==> config.mk <==
export PLATFORM = sky130hd
export DESIGN_NAME = sensor_conditioner_flat
export DESIGN_NICKNAME = d
export VERILOG_FILES = /design/src/rtl/sensor_pkg.sv /design/src/rtl/sensor_conditioner_if.sv /design/src/rtl/sensor_conditioner_ma_channel.sv /design/src/rtl/sensor_conditioner.sv /design/src/flat_wrapper.sv
export SDC_FILE = /design/constraint.sdc
export NUM_CORES = 1
export LEC_CHECK = 0
export ABC_CLOCK_PERIOD_IN_PS = 5500
export CAP_MARGIN = 0
export CORE_ASPECT_RATIO = 0.6
export CORE_MARGIN = 3
export CORE_UTILIZATION = 30
export CTS_CLUSTER_SIZE = 25
export DETAILED_ROUTE_END_ITERATION = 12
export GPL_ROUTABILITY_DRIVEN = 0
export HOLD_SLACK_MARGIN = 0.03
export PLACE_DENSITY = 0.43
export SETUP_SLACK_MARGIN = 0.02
export SYNTH_ARGS = -nofsm -noshare
export SYNTH_HDL_FRONTEND = slang
export SYNTH_SLANG_ARGS = --single-unit
==> constraint.sdc <==
create_clock -name clk -period 5.5 [get_ports clk]
set_clock_uncertainty 0.2 [all_clocks]
set_input_delay 1.1 -clock clk [delete_from_list [all_inputs] [get_ports clk]]
set_output_delay 1.1 -clock clk [all_outputs]
set_load 0.02 [all_outputs]
==> src/rtl/sensor_pkg.sv <==
`default_nettype none
// ============================================================================
// sensor_pkg : shared constants, FSM state type and percent scaling helper
// Revision   : 1.0
// ============================================================================
package sensor_pkg;

  localparam int PCT_MAX   = 100;
  localparam int ADC_W     = 8;
  localparam int SCALE_MUL = 101;

  typedef enum logic [0:0] {
    FILL = 1'b0,
    RUN  = 1'b1
  } cond_state_t;

  // avg * 101 / 256 maps 0..255 onto 0..100; the 15-bit product cannot overflow
  function automatic logic [ADC_W-1:0] scale_pct(input logic [ADC_W-1:0] avg,
                                                 input logic [ADC_W-1:0] ceil);
    logic [ADC_W-1:0] pct;
    pct = ADC_W'((15'(avg) * 15'(SCALE_MUL)) >> 8);
    return (pct > ceil) ? ceil : pct;
  endfunction

endpackage
`default_nettype wire

==> src/rtl/sensor_conditioner_if.sv <==
`default_nettype none
// ============================================================================
// sensor_conditioner_if : sample handshake, conditioned outputs and status
// Revision              : 1.0
// ============================================================================
interface sensor_conditioner_if;
  import sensor_pkg::*;

  logic             flush;
  logic             in_valid;
  logic             in_ready;
  logic [ADC_W-1:0] raw_rain;
  logic [ADC_W-1:0] raw_soil;
  logic [ADC_W-1:0] out_rain;
  logic [ADC_W-1:0] out_soil;
  logic             out_valid;
  logic             stale;

  modport master (
    output flush, in_valid, raw_rain, raw_soil,
    input  in_ready, out_rain, out_soil, out_valid, stale
  );

  modport slave (
    input  flush, in_valid, raw_rain, raw_soil,
    output in_ready, out_rain, out_soil, out_valid, stale
  );

endinterface
`default_nettype wire

==> src/rtl/sensor_conditioner_ma_channel.sv <==
`default_nettype none
// ============================================================================
// ma_channel : ring-buffer moving average with percent scaling for one channel
// Revision   : 1.0
// ============================================================================
module ma_channel
  import sensor_pkg::*;
#(
  parameter int AVG_LOG2 = 2,
  parameter int MAX_PCT  = PCT_MAX
) (
  input  wire logic             clk,
  input  wire logic             rst,
  input  wire logic             clear,
  input  wire logic             load,
  input  wire logic [ADC_W-1:0] sample,
  input  wire logic             capture,
  output logic      [ADC_W-1:0] value
);

  localparam int N     = 1 << AVG_LOG2;
  localparam int SUM_W = ADC_W + AVG_LOG2;

  logic [ADC_W-1:0]    r_ring [N];
  logic [AVG_LOG2-1:0] r_wptr;
  logic [SUM_W-1:0]    r_sum;
  logic [ADC_W-1:0]    w_avg;

  // the evicted entry is always part of the sum, so the subtraction never wraps
  always_ff @(posedge clk) begin
    if (rst || clear) begin
      r_wptr <= '0;
      r_sum  <= '0;
      for (int i = 0; i < N; i++) begin
        r_ring[i] <= '0;
      end
    end else if (load) begin
      r_sum          <= r_sum + SUM_W'(sample) - SUM_W'(r_ring[r_wptr]);
      r_ring[r_wptr] <= sample;
      r_wptr         <= r_wptr + 1'b1;
    end
  end

  assign w_avg = r_sum[SUM_W-1:AVG_LOG2];

  always_ff @(posedge clk) begin
    if (rst) begin
      value <= '0;
    end else if (capture) begin
      value <= scale_pct(w_avg, ADC_W'(MAX_PCT));
    end
  end

endmodule
`default_nettype wire

==> src/rtl/sensor_conditioner.sv <==
`default_nettype none
// ============================================================================
// sensor_conditioner : dual-channel moving average front-end with stale detect
// Revision           : 1.0
// ============================================================================
module sensor_conditioner
  import sensor_pkg::*;
#(
  parameter int AVG_LOG2 = 2,
  parameter int TIMEOUT  = 1024,
  parameter int MAX_PCT  = PCT_MAX
) (
  input wire logic            clk,
  input wire logic            rst,
  sensor_conditioner_if.slave bus
);

  localparam int N      = 1 << AVG_LOG2;
  localparam int FILL_W = AVG_LOG2 + 1;
  localparam int CNT_W  = $clog2(TIMEOUT + 1);

  cond_state_t       r_state;
  cond_state_t       w_next_state;
  logic [FILL_W-1:0] r_fill_cnt;
  logic [CNT_W-1:0]  r_idle;
  logic              r_pend;
  logic              r_out_valid;
  logic              w_ready;
  logic              w_accept;
  logic              w_last_fill;
  logic              w_eval_run;
  logic              w_fill_inc;
  logic              w_capture;

  assign w_ready     = ~rst & ~bus.flush;
  assign w_accept    = bus.in_valid & w_ready;
  assign w_last_fill = (r_fill_cnt == FILL_W'(N - 1));

  always_ff @(posedge clk) begin
    if (rst) begin
      r_state <= FILL;
    end else begin
      r_state <= w_next_state;
    end
  end

  always_comb begin
    w_next_state = r_state;
    if (bus.flush) begin
      w_next_state = FILL;
    end else if (r_state == FILL && w_accept && w_last_fill) begin
      w_next_state = RUN;
    end
  end

  // the N-th fill accept already evaluates in RUN and therefore strobes
  always_comb begin
    w_eval_run = 1'b0;
    w_fill_inc = 1'b0;
    if (w_accept) begin
      w_eval_run = (r_state == RUN) || w_last_fill;
      w_fill_inc = (r_state == FILL);
    end
  end

  always_ff @(posedge clk) begin
    if (rst || bus.flush) begin
      r_fill_cnt <= '0;
    end else if (w_fill_inc) begin
      r_fill_cnt <= r_fill_cnt + 1'b1;
    end
  end

  // a flush arriving while a result is in flight kills its strobe
  assign w_capture = r_pend & ~bus.flush;

  always_ff @(posedge clk) begin
    if (rst) begin
      r_pend      <= 1'b0;
      r_out_valid <= 1'b0;
    end else begin
      r_pend      <= w_eval_run;
      r_out_valid <= w_capture;
    end
  end

  always_ff @(posedge clk) begin
    if (rst || w_accept) begin
      r_idle <= '0;
    end else if (r_idle != CNT_W'(TIMEOUT)) begin
      r_idle <= r_idle + 1'b1;
    end
  end

  ma_channel #(
    .AVG_LOG2 (AVG_LOG2),
    .MAX_PCT  (MAX_PCT)
  ) u_rain (
    .clk     (clk),
    .rst     (rst),
    .clear   (bus.flush),
    .load    (w_accept),
    .sample  (bus.raw_rain),
    .capture (w_capture),
    .value   (bus.out_rain)
  );

  ma_channel #(
    .AVG_LOG2 (AVG_LOG2),
    .MAX_PCT  (MAX_PCT)
  ) u_soil (
    .clk     (clk),
    .rst     (rst),
    .clear   (bus.flush),
    .load    (w_accept),
    .sample  (bus.raw_soil),
    .capture (w_capture),
    .value   (bus.out_soil)
  );

  assign bus.in_ready  = w_ready;
  assign bus.out_valid = r_out_valid;
  assign bus.stale     = (r_idle == CNT_W'(TIMEOUT));

endmodule
`default_nettype wire

==> src/flat_wrapper.sv <==
// flat-port wrapper written by rule: the top's interface ports become plain ports
module sensor_conditioner_flat import sensor_pkg::*;
#(
  parameter int AVG_LOG2 = 2,
  parameter int TIMEOUT  = 1024,
  parameter int MAX_PCT  = PCT_MAX
)
  (clk, rst, bus_flush, bus_in_valid, bus_raw_rain, bus_raw_soil, bus_in_ready, bus_out_rain, bus_out_soil, bus_out_valid, bus_stale);
  sensor_conditioner_if bus_i ();
  input wire logic clk;
  input wire logic rst;
  input wire logic [$bits(bus_i.flush)-1:0] bus_flush;
  input wire logic [$bits(bus_i.in_valid)-1:0] bus_in_valid;
  input wire logic [$bits(bus_i.raw_rain)-1:0] bus_raw_rain;
  input wire logic [$bits(bus_i.raw_soil)-1:0] bus_raw_soil;
  output wire logic [$bits(bus_i.in_ready)-1:0] bus_in_ready;
  output wire logic [$bits(bus_i.out_rain)-1:0] bus_out_rain;
  output wire logic [$bits(bus_i.out_soil)-1:0] bus_out_soil;
  output wire logic [$bits(bus_i.out_valid)-1:0] bus_out_valid;
  output wire logic [$bits(bus_i.stale)-1:0] bus_stale;
  assign bus_i.flush = bus_flush;
  assign bus_i.in_valid = bus_in_valid;
  assign bus_i.raw_rain = bus_raw_rain;
  assign bus_i.raw_soil = bus_raw_soil;
  assign bus_in_ready = bus_i.in_ready;
  assign bus_out_rain = bus_i.out_rain;
  assign bus_out_soil = bus_i.out_soil;
  assign bus_out_valid = bus_i.out_valid;
  assign bus_stale = bus_i.stale;
  sensor_conditioner #(.AVG_LOG2(AVG_LOG2), .TIMEOUT(TIMEOUT), .MAX_PCT(MAX_PCT)) u_core (.clk(clk), .rst(rst), .bus(bus_i));
endmodule
==> results.md <==
* Status: finished, final reports clean
* Post-synth EDFFs at 64
* Synth Register Bits at 123
* DPL Wire Length at 13.9 mm
* Rel. slew slack at 0.443
* Hold_ws at 258 ps
* Total negative slack at 0 ps
* Die area at roughly 29000 sq um
* Hold Crit Class: register to register
* Pwr Total at a little under 3000 uW
* Max-Cap Viols at 0
* Unrepaired setup endpoints after global routing: no
* Routed vias/inst at ~4.7
* Kind of critical path: register to register
* Number of global-route vias before repair at 5503
* Highest routed layer: met4
* CP endpoint kind: register
* CP Data Required Time at ~5600 ps
* Die W at around 220 um
* Row cnt at 45
* Hold Vio Cnt, Final at 0
* PwrDens at approximately 300 nW/um^2
* Core ar. at approximately 26000 sq um
* Die Y at about 130 um
* Num ports at 39
* Crit path max fanout at 6
* Gr usage total at 0.132
* Layout cell share with drive strength beyond 1 at 0.0813
* Buf+Inv Stages, Crit Path at 2
* Clk slew on worst S/H paths at ~60 ps
* Setup bufs post-CTS at 0
* Post-layout min period at roughly 4400 ps
* Tcrit/Tclk final at 0.805
* Flop pwr share at 0.367
* Switching power at about 870 uW
* CTS Hold Bufs at 0
* Startpoint types: register
* Cell family with most CP delay: adder cells
* Maximum clock path buffer count at 2
* Sequential fraction of the synthesis area at 0.387
* Post-layout nets at between 900 and 1000
* Final std cells w/o fill at roughly 1200
* N_diodes at 0
* Most common cell after layout, fill and taps aside: inv_1
* Router iterations before antenna repair at 4
* Worst Path Arrival at 4540 ps
* Synth Flop Type: edfxtp_1
* DR WL/cell at ~16 um
* Leakage power at around 0.0042 uW
* Synth Warn # at 0
* Crit path largest cell delay at roughly 500 ps
* Largest net degree at the start of global routing at 27
* GR Overflow Total at 0
* Max-slew violations at 0
* CP cell instances: ha_1 > inv_1 > fa_1 > inv_1 > ha_1 > fa_1 > ha_1 > and2_4 > a221o_1 > a221oi_4 > a21oi_1 > xnor2_2 > o211ai_1 > a32o_1
* Cells after Synth at between 700 and 800
* F_max at 226 MHz
* Cts repair resizes at 0
* Cts bufs inserted at 17
* Most frequent cells in the layout: inv_1, ha_1, nor2_1, edfxtp_1, dfxtp_1
* Post-Route WL at 18.3 mm
* Gate power share at 0.240
* CTS Sinks at ~120
* Mapped Area at roughly 8000 sq um
* Switching power share of the total at 0.301
* Slowest stage cell, crit path: fa_1
* Buffers on Ports at 36
* CP dominant cell by count: ha_1
* First-pass GRT wire length at roughly 30 mm
* Final worst setup slack at 1070 ps
* Pre-CTS setup slack at about 960 ps
* Routed Antenna Nets at 0
* DRC at 0
* Clk Latency, worst-skew pair at ~420 ps
* DR WL met3 at roughly 700 um
* Starting DRT DRC Count at 299
* CTS tree: yes
* Area Overhead vs Synth at 16.8%
* Worst Tran Pin Value at 832 ps
* Final Setup Violations at 0
* Average size of a mapped cell at 10.5 sq um
* Routed wl met2 at around 7.8 mm
* Initial antenna violation count at 0
* Clock share of power at 0.393
* WL met1 at ~9.7 mm
* Routed vias at 5467
* Internal power at 2020 uW
* Dpl cells at roughly 1100
* Root buf cell: clkbuf_16
* CTS H-tree depth at 4
* Async SR Flop Fraction at 0
* Starting Density at 0.311
* Distinct cells, synth at between 50 and 60
* Worst vdd ir at 0.000158 V
logic make-up after synthesis:
group,synth area share
flip-flops,0.387
AO/OA/AOI/OAI,0.0815
AND/OR/NAND/NOR,0.141
adder cells (fa/ha/maj),0.224
multiplexers,0.0553
other,0.000468
XOR/XNOR,0.0457
buffers and inverters,0.0646
metrics by stage:
stage | area, sq um | utilization
2_1_floorplan | 8020 | -
3_3_place_gp | 8780 | 0.340
3_5_place_dp | 8780 | 0.340
4_1_cts | 9360 | 0.363
5_1_grt | 9360 | 0.363
6_report | 9360 | 0.363
worst paths after layout:
kind | startpoint | endpoint | slack [ps] | depth (start not counted)
worst max-delay path | u_core.u_rain.r_sum[4] | u_core.u_rain.value[0] | 1070 | 14
worst min register to register | u_core.u_rain.value[6] | u_core.u_rain.value[6] | 260 | 2
worst max register to register | u_core.u_rain.r_sum[4] | u_core.u_rain.value[0] | 1070 | 14
worst min-delay path | u_core.u_rain.value[6] | u_core.u_rain.value[6] | 260 | 2
cells in the mapped netlist (4+ instances only):
library cell  number  share of area
xnor2_1           24          0.026
ha_1             105           0.16
a21o_1             7         0.0066
inv_1            107          0.050
nor2_1            70          0.033
nand3_1           17          0.011
nor3_1            11         0.0069
and2_1            34          0.027
nand2_1           21         0.0098
dfxtp_1           59           0.15
o21ai_0           19          0.012
mux2i_1            6         0.0075
a211oi_1           6         0.0056
nor2b_1            6         0.0047
xor2_1            16          0.017
nor4_1            17          0.013
buf_1              7         0.0033
edfxtp_1          64           0.24
mux4_2            16          0.045
fa_1              24          0.060
nor3b_1            5         0.0047
and3_1             4         0.0031
a21oi_1           19          0.012
nand2b_1          12         0.0094
clkbuf_1          20         0.0094
a32o_1             5         0.0062
a311o_1            4         0.0050
or3_1              4         0.0031
o21a_1             4         0.0037
tightest hold or removal path: stages (launching register included):
cell and delay [ps]:
dfxtp_1 310, nand2_1 50, a21oi_1 50
power by group through the flow:
stage / Combinational [uW] / Sequential (uW) / Clock, uW
global route: 802 / 1070 / 1200
global placement: 685 / 1080 / 0
CTS: 702 / 1060 / 1160
finish: 695 / 1060 / 1140
detailed placement: 692 / 1080 / 0
floorplan: 528 / 1060 / 0
registers in the layout, indices dropped and copies added, names as in the netlist, named ones only:
name,count
u_core.r_pend,1
u_core.u_rain.r_ring,32
u_core.u_rain.r_sum,10
u_core.r_state,1
u_core.r_idle,11
u_core.u_rain.value,7
u_core.u_soil.r_wptr,2
u_core.u_soil.value,7
u_core.r_fill_cnt,3
u_core.u_soil.r_sum,10
u_core.bus.out_valid,1
u_core.u_rain.r_wptr,2
u_core.u_soil.r_ring,32
area by class of cell:
cell class	instances	area [sq um]
fill	2594	16400
multi-input combinational	504	4400
sequential	123	3100
tap	352	440
timing repair buffer	46	435
clock buffer	19	433
inverter	107	402
clock inverter	13	151
layer usage:
metal | GRT usage | up-vias
met3 | 0.0353 | 5
met1 | 0.196 | 2682
li1 | - | 2711
met2 | 0.193 | 69
met4 | 0.0210 | 0
met5 | 0 | -
(Power assumes the default switching activity.)
